### config.mk
export PLATFORM = sky130hd
export DESIGN_NAME = spi_frame_rx
export DESIGN_NICKNAME = d
export VERILOG_FILES = /design/src/rtl/spi_frame_rx.sv
export SDC_FILE = /design/constraint.sdc
export NUM_CORES = 1
export LEC_CHECK = 0
export CAP_MARGIN = 20
export CORE_MARGIN = 5
export CORE_UTILIZATION = 53
export DETAILED_ROUTE_END_ITERATION = 8
export GPL_TIMING_DRIVEN = 0
export PLACE_DENSITY = 0.78
export SYNTH_ARGS = -nofsm -noshare
export SYNTH_HDL_FRONTEND = slang
export SYNTH_SLANG_ARGS = --single-unit
### constraint.sdc
create_clock -name clk -period 2.2 [get_ports clk]
set_input_delay 0.44 -clock clk [delete_from_list [all_inputs] [get_ports clk]]
set_output_delay 0.44 -clock clk [all_outputs]
set_load 0.005 [all_outputs]
### src/rtl/spi_frame_rx.sv
// SPI slave front end: synchronizes the host pins onto clk, assembles 16-bit
// address/data frames, strobes register writes and serves read bytes on spi_miso.
module spi_frame_rx #(
  parameter int SYNC_STAGES = 2,
  parameter int NUM_REGS    = 8
) (
  input  logic       clk,
  input  logic       rst_n,
  input  logic       spi_sck,
  input  logic       spi_en,
  input  logic       spi_mosi,
  output logic       spi_miso,
  output logic       wr_valid,
  output logic [7:0] wr_addr,
  output logic [7:0] wr_data,
  output logic [7:0] rd_addr,
  input  logic [7:0] rd_data,
  output logic       frame_err
);

  typedef enum logic [1:0] {IDLE, SHIFT, DONE} state_e;

  localparam logic [4:0] CNT_MAX   = 5'd17;
  localparam logic [7:0] NUM_REGS_B = 8'(NUM_REGS);

  logic [SYNC_STAGES-1:0] sck_sync_q, en_sync_q, mosi_sync_q;
  logic                   sck_d1_q, en_d1_q;
  logic                   sck_s, en_s, mosi_s;
  logic                   sck_rise, sck_fall, en_fall;

  state_e      state_q, state_d;
  logic [4:0]  cnt_q, cnt_d;
  logic [15:0] shift_q, shift_d, shift_nx;
  logic [7:0]  tx_q, tx_d;
  logic        load_q, load_d;
  logic        miso_q, miso_d;
  logic        wr_valid_q, wr_valid_d;
  logic [7:0]  wr_addr_q, wr_addr_d;
  logic [7:0]  wr_data_q, wr_data_d;
  logic [7:0]  rd_addr_q, rd_addr_d;
  logic        err_q, err_d;

  always_ff @(posedge clk or negedge rst_n) begin
    if (!rst_n) begin
      sck_sync_q  <= '0;
      en_sync_q   <= '0;
      mosi_sync_q <= '0;
      sck_d1_q    <= 1'b0;
      en_d1_q     <= 1'b0;
    end else begin
      sck_sync_q  <= {sck_sync_q[SYNC_STAGES-2:0], spi_sck};
      en_sync_q   <= {en_sync_q[SYNC_STAGES-2:0], spi_en};
      mosi_sync_q <= {mosi_sync_q[SYNC_STAGES-2:0], spi_mosi};
      sck_d1_q    <= sck_s;
      en_d1_q     <= en_s;
    end
  end

  assign sck_s    = sck_sync_q[SYNC_STAGES-1];
  assign en_s     = en_sync_q[SYNC_STAGES-1];
  assign mosi_s   = mosi_sync_q[SYNC_STAGES-1];
  assign sck_rise = sck_s & ~sck_d1_q;
  assign sck_fall = ~sck_s & sck_d1_q;
  assign en_fall  = ~en_s & en_d1_q;
  assign shift_nx = {shift_q[14:0], mosi_s};

  always_ff @(posedge clk or negedge rst_n) begin
    if (!rst_n) state_q <= IDLE;
    else        state_q <= state_d;
  end

  // IDLE starts on the enable level so a re-rise seen during DONE is not lost.
  always_comb begin
    state_d = state_q;
    case (state_q)
      IDLE:    if (en_s) state_d = SHIFT;
      SHIFT:   if (en_fall) state_d = DONE;
      DONE:    state_d = IDLE;
      default: state_d = IDLE;
    endcase
  end

  always_comb begin
    cnt_d      = cnt_q;
    shift_d    = shift_q;
    tx_d       = tx_q;
    load_d     = 1'b0;
    miso_d     = miso_q;
    wr_valid_d = 1'b0;
    wr_addr_d  = wr_addr_q;
    wr_data_d  = wr_data_q;
    rd_addr_d  = rd_addr_q;
    err_d      = 1'b0;
    case (state_q)
      IDLE: begin
        miso_d = 1'b0;
        if (en_s) begin
          cnt_d   = '0;
          shift_d = '0;
          tx_d    = '0;
        end
      end
      SHIFT: begin
        if (load_q) tx_d = rd_data;
        if (sck_rise && en_s) begin
          shift_d = shift_nx;
          if (cnt_q != CNT_MAX) cnt_d = cnt_q + 5'd1;
          if (cnt_q == 5'd7 && shift_nx[7]) begin
            rd_addr_d = {1'b0, shift_nx[6:0]};
            load_d    = 1'b1;
          end
        end
        if (sck_fall && en_s) begin
          if (cnt_q >= 5'd8 && cnt_q <= 5'd15) begin
            miso_d = tx_q[7];
            tx_d   = {tx_q[6:0], 1'b0};
          end else begin
            miso_d = 1'b0;
          end
        end
      end
      DONE: begin
        miso_d = 1'b0;
        if (cnt_q != 5'd16) begin
          err_d = 1'b1;
        end else if (!shift_q[15]) begin
          if ({1'b0, shift_q[14:8]} < NUM_REGS_B) begin
            wr_valid_d = 1'b1;
            wr_addr_d  = {1'b0, shift_q[14:8]};
            wr_data_d  = shift_q[7:0];
          end else begin
            err_d = 1'b1;
          end
        end
      end
      default: miso_d = 1'b0;
    endcase
  end

  always_ff @(posedge clk or negedge rst_n) begin
    if (!rst_n) begin
      cnt_q      <= '0;
      shift_q    <= '0;
      tx_q       <= '0;
      load_q     <= 1'b0;
      miso_q     <= 1'b0;
      wr_valid_q <= 1'b0;
      wr_addr_q  <= '0;
      wr_data_q  <= '0;
      rd_addr_q  <= '0;
      err_q      <= 1'b0;
    end else begin
      cnt_q      <= cnt_d;
      shift_q    <= shift_d;
      tx_q       <= tx_d;
      load_q     <= load_d;
      miso_q     <= miso_d;
      wr_valid_q <= wr_valid_d;
      wr_addr_q  <= wr_addr_d;
      wr_data_q  <= wr_data_d;
      rd_addr_q  <= rd_addr_d;
      err_q      <= err_d;
    end
  end

  assign spi_miso  = miso_q;
  assign wr_valid  = wr_valid_q;
  assign wr_addr   = wr_addr_q;
  assign wr_data   = wr_data_q;
  assign rd_addr   = rd_addr_q;
  assign frame_err = err_q;

endmodule

==> tab_implementation.tex, run 1 <==
\begin{tabular}{lr}
\hline
Metric & Value \\
\hline
\multicolumn{2}{l}{\textbf{Status}} \\
Status & completed \\
\multicolumn{2}{l}{\textbf{Clock network}} \\
Postcts setup bufs & 0 \\
Clock tree from TritonCTS & done \\
CTS root buffer & sky130\_fd\_sc\_hd\_\_clkbuf\_8 \\
TritonCTS Buffers & 9 \\
Clock sink total & between 60 and 70 \\
Post-CTS resize count & 0 \\
Clock latency of the later-clocked register in the worst-skew pair & roughly 0.34 ns \\
Max Buffers Root-to-Sink & 2 \\
Number of hold-repair buffers added at the cts stage & 0 \\
Maximum level of the CTS H-tree & 3 \\
Clock-pin slew on the worst setup and hold paths & 0.08 ns \\
\multicolumn{2}{l}{\textbf{STA}} \\
Worst hold slack & approximately 0.18 ns \\
Shortest period the worst path allows & roughly 2 ns \\
Tcrit/Tclk final & about nine tenths \\
Setup repair after global routing missed its margin & false \\
Total count of hold-check failures in the final report & 0 \\
Relative slew slack & a little under half \\
Measured slew at the worst slew-check pin & between 0.7 and 0.8 ns \\
Setup Viol. Count Final & 0 \\
Worst clock skew on the final layout & 0.0127 ns \\
Final count of pins violating max slew & 0 \\
Max frequency & between 500 and 600 MHz \\
\multicolumn{2}{l}{\textbf{Logic synthesis}} \\
Post-synth top flop & sky130\_fd\_sc\_hd\_\_dfrtp\_1 \\
Synth top area cells & sky130\_fd\_sc\_hd\_\_dfrtp\_1 (59\%), sky130\_fd\_sc\_hd\_\_mux2\_2 (6.2\%), sky130\_fd\_sc\_hd\_\_a22o\_1 (5.1\%) \\
Post-synthesis area per instance & roughly 14 sq um \\
Number of flops mapped to enable cells by yosys & 0 \\
Area share of the largest cell type after synthesis & between 50\% and 60\% \\
Number of storage elements in the synthesis netlist & between 60 and 70 \\
Leading area contributor after synthesis & sky130\_fd\_sc\_hd\_\_dfrtp\_1 \\
Most common library cells after synthesis & sky130\_fd\_sc\_hd\_\_dfrtp\_1 (65), sky130\_fd\_sc\_hd\_\_a22o\_1 (16), sky130\_fd\_sc\_hd\_\_mux2\_2 (15) \\
Cell area after synthesis & around 2700 sq um \\
Unique cell type count in the Yosys netlist & 40 \\
Warning count from the yosys run & 0 \\
Number of instances in the synthesized netlist & 193 \\
Most frequent cell after synthesis & sky130\_fd\_sc\_hd\_\_dfrtp\_1 \\
Share of synthesized flip-flops with an asynchronous set or reset & 100\% \\
Seq/Total Area, Yosys & 59.5\% \\
\multicolumn{2}{l}{\textbf{Placement}} \\
Placed instance count & $\sim$300 \\
Final weighted congestion in routability-driven placement & slightly below 0.8 \\
Post-DP HPWL & 3170 microns \\
I/O Buffers & 37 \\
Cell Area, Placed & 3190 sq um \\
\multicolumn{2}{l}{\textbf{Floorplanning}} \\
Starting density of the core & 53.9\% \\
Area of the core region & between 5000 and 6000 sq um \\
Total number of placement rows & 26 \\
Die Outline Area & 6690 sq um \\
Horizontal extent of the die & just over 80 microns \\
Boundary pin count & 40 \\
Die Y-Extent & just over 80 microns \\
\multicolumn{2}{l}{\textbf{Final layout}} \\
Final non-filler cell total & 317 \\
Area of the multi-input gates & roughly 1100 sq um \\
Total number of nets in the final design & 259 \\
Fraction of final layout cells sized beyond drive strength 1 & between 20 and 25\% \\
Antenna Cells & 0 \\
Number of fillers in the final layout & between 400 and 500 \\
Layout Cell Area excl Fill & around 3400 sq um \\
Area Growth Syn to Fin & 24.8\% \\
Register area & 1630 sq um \\
\multicolumn{2}{l}{\textbf{Drt}} \\
Wl on met1 & roughly 2300 microns \\
Count of unresolved DRC violations after routing & 0 \\
Routed wire length & $\sim$4800 microns \\
DR vias & between 1500 and 2000 \\
Routed via count divided by cell count & 5.30 \\
Drt first-iter violations & 102 \\
Wire length on met2 & around 2100 microns \\
WL met3 & around 240 microns \\
Routed Antenna Nets & 0 \\
WL/cell & 15.0 microns \\
Highest routed metal layer & met4 \\
Detailed Routing Iterations Pass 1 & 4 \\
\multicolumn{2}{l}{\textbf{Setup path}} \\
Critical Path Max Stage Delay & 0.47 ns \\
Endpoint of the worst register-to-register path & tx\_q[0] \\
Total stage count of the critical path & 7 \\
Worst r2r src & cnt\_q[0] \\
Capture point of the critical path & tx\_q[0] \\
CP required & roughly 2.4 ns \\
Slowest CP cell & sky130\_fd\_sc\_hd\_\_dfrtp\_1 \\
Cell with the most instances on the worst path & sky130\_fd\_sc\_hd\_\_ha\_1 \\
Worst setup EP type & register \\
Reg2reg setup slack & 0.21 ns \\
Startpoint of the most critical setup path & cnt\_q[0] \\
Arrival time at the worst endpoint & 2.21 ns \\
Critical path type & register to register \\
Element type at the critical path start & register \\
Number of cells traversed by the worst register-to-register path & 7 \\
WP buf/inv & 0 \\
Family with the most delay on the worst path & compound AO/OA/AOI/OAI gates \\
Critical path peak fanout & 8 \\
Critical Path, Cell by Cell & ha\_1, and3\_1, ha\_1, and4b\_1, o31ai\_4, o21bai\_1, o2bb2ai\_1 \\
\multicolumn{2}{l}{\textbf{Global route}} \\
Number of global-route vias before repair & $\sim$1700 \\
Global-route congestion overflow total & 0 \\
Total routing resource utilization after global routing & 16.9\% \\
Global-route wire length before repair & 8290 microns \\
Antenna violations before repair & 0 \\
Largest net degree at the start of global routing & between 60 and 70 \\
\multicolumn{2}{l}{\textbf{Pwr}} \\
Total power density per cell area & 737 nW/um\^{}2 \\
Post-route total power & around 0.0025 W \\
IR Drop Worst-Case VDD & between 0.0005 and 0.0006 V \\
Leak & 1.55 nW \\
\multicolumn{2}{l}{\textbf{Job}} \\
MaxCap Viol Count & 0 \\
\multicolumn{2}{l}{\textbf{Worst hold path}} \\
Tightest Hold Check Type & input port to asynchronous set/reset pin \\
\hline
\end{tabular}
worst min path at each step:
stage                         from              to  slack [ns]  cells past startpoint
floorplan                    rst_n        cnt_q[0]        0.14                      0
global placement      en_sync_q[0]    en_sync_q[1]        0.33                      0
detailed placement  mosi_sync_q[0]  mosi_sync_q[1]        0.33                      0
CTS                          rst_n      wr_data[2]        0.20                      1
global route                 rst_n      wr_data[2]        0.25                      1
finish                       rst_n      wr_data[2]        0.18                      1
cells in the final DEF, fill, tap and decap left out, types with 2 or more instances in the layout:
cell type	instances
sky130_fd_sc_hd__a22o_1	16
sky130_fd_sc_hd__a22oi_1	6
sky130_fd_sc_hd__and2_2	4
sky130_fd_sc_hd__and3_1	3
sky130_fd_sc_hd__buf_2	4
sky130_fd_sc_hd__buf_4	3
sky130_fd_sc_hd__clkbuf_8	10
sky130_fd_sc_hd__clkdlybuf4s50_1	36
sky130_fd_sc_hd__clkinv_4	2
sky130_fd_sc_hd__clkinvlp_4	2
sky130_fd_sc_hd__conb_1	2
sky130_fd_sc_hd__dfrtp_1	65
sky130_fd_sc_hd__ha_1	4
sky130_fd_sc_hd__inv_1	4
sky130_fd_sc_hd__inv_2	2
sky130_fd_sc_hd__mux2_2	15
sky130_fd_sc_hd__mux2_4	6
sky130_fd_sc_hd__mux2i_1	8
sky130_fd_sc_hd__nand2_1	4
sky130_fd_sc_hd__nand2b_1	3
sky130_fd_sc_hd__nand3_4	2
sky130_fd_sc_hd__nor2_1	7
sky130_fd_sc_hd__nor3_1	4
sky130_fd_sc_hd__nor4_4	2
sky130_fd_sc_hd__o21ai_0	9
sky130_fd_sc_hd__o21bai_1	2
sky130_fd_sc_hd__o2bb2ai_1	2
layer usage:
layer	vias up	track usage, %
met5	-	0
met4	0	10.5
met3	12	4.50
met2	37	23.4
met1	828	23.4
li1	803	-
layout make-up:
class | count | area share (%)
flip-flops and latches | 65 | 47.7
multi-input cells | 115 | 30.8
repair buffers | 37 | 10.8
clock buffers | 10 | 4.04
well taps | 70 | 2.57
clock inverters | 6 | 1.98
plain buffers | 8 | 1.47
inverters | 6 | 0.660
registers in the layout (all words and copies together) (netlist names), 2 cells and up:
signal / cells
rd_addr: 7
wr_data: 8
mosi_sync_q: 2
wr_addr: 7
en_sync_q: 2
shift_q: 16
state_q: 2
sck_sync_q: 2
cnt_q: 5
tx_q: 8
worst register-to-register path: stages (launching register included):
cell and delay, ns:
sky130_fd_sc_hd__dfrtp_1 0.47, sky130_fd_sc_hd__ha_1 0.22, sky130_fd_sc_hd__and3_1 0.17, sky130_fd_sc_hd__ha_1 0.17, sky130_fd_sc_hd__and4b_1 0.27, sky130_fd_sc_hd__o31ai_4 0.33, sky130_fd_sc_hd__o21bai_1 0.11, sky130_fd_sc_hd__o2bb2ai_1 0.14
through the flow:
stage | utilization, % | setup TNS [ns] | setup WS [ns]
3_3_place_gp | 63.0 | -91.06 | -1.40
6_report | 67.2 | 0 | 0.207
3_5_place_dp | 62.9 | 0 | 0.0993
2_1_floorplan | - | 0 | 0.384
5_1_grt | 67.2 | 0 | 0.0403
4_1_cts | 67.0 | 0 | 0.0868
power by group:
part	switching, W	internal, W
combinational	0.000123	0.0000897
clock	0.000464	0.000555
sequential	0.0000507	0.00123
logic make-up after synthesis:
kind of cell | synth area share [%]
buffers and inverters | 2.65
other | 0.137
multiplexers | 12.8
flip-flops | 59.5
XOR/XNOR | 0.320
AO/OA/AOI/OAI | 12.2
adder cells (fa/ha/maj) | 1.83
AND/OR/NAND/NOR | 10.6
(Power assumes the default switching activity.)
==> run 2: changes to the inputs <==
--- a/config.mk
+++ b/config.mk
@@ -8,6 +8,7 @@
 export CAP_MARGIN = 20
 export CORE_MARGIN = 5
 export CORE_UTILIZATION = 53
+export CTS_CLUSTER_SIZE = 14
 export DETAILED_ROUTE_END_ITERATION = 8
 export GPL_TIMING_DRIVEN = 0
 export PLACE_DENSITY = 0.78
==> results of run 2 <==
No change in the layout: final DEF, timing and power equal those of run 1.
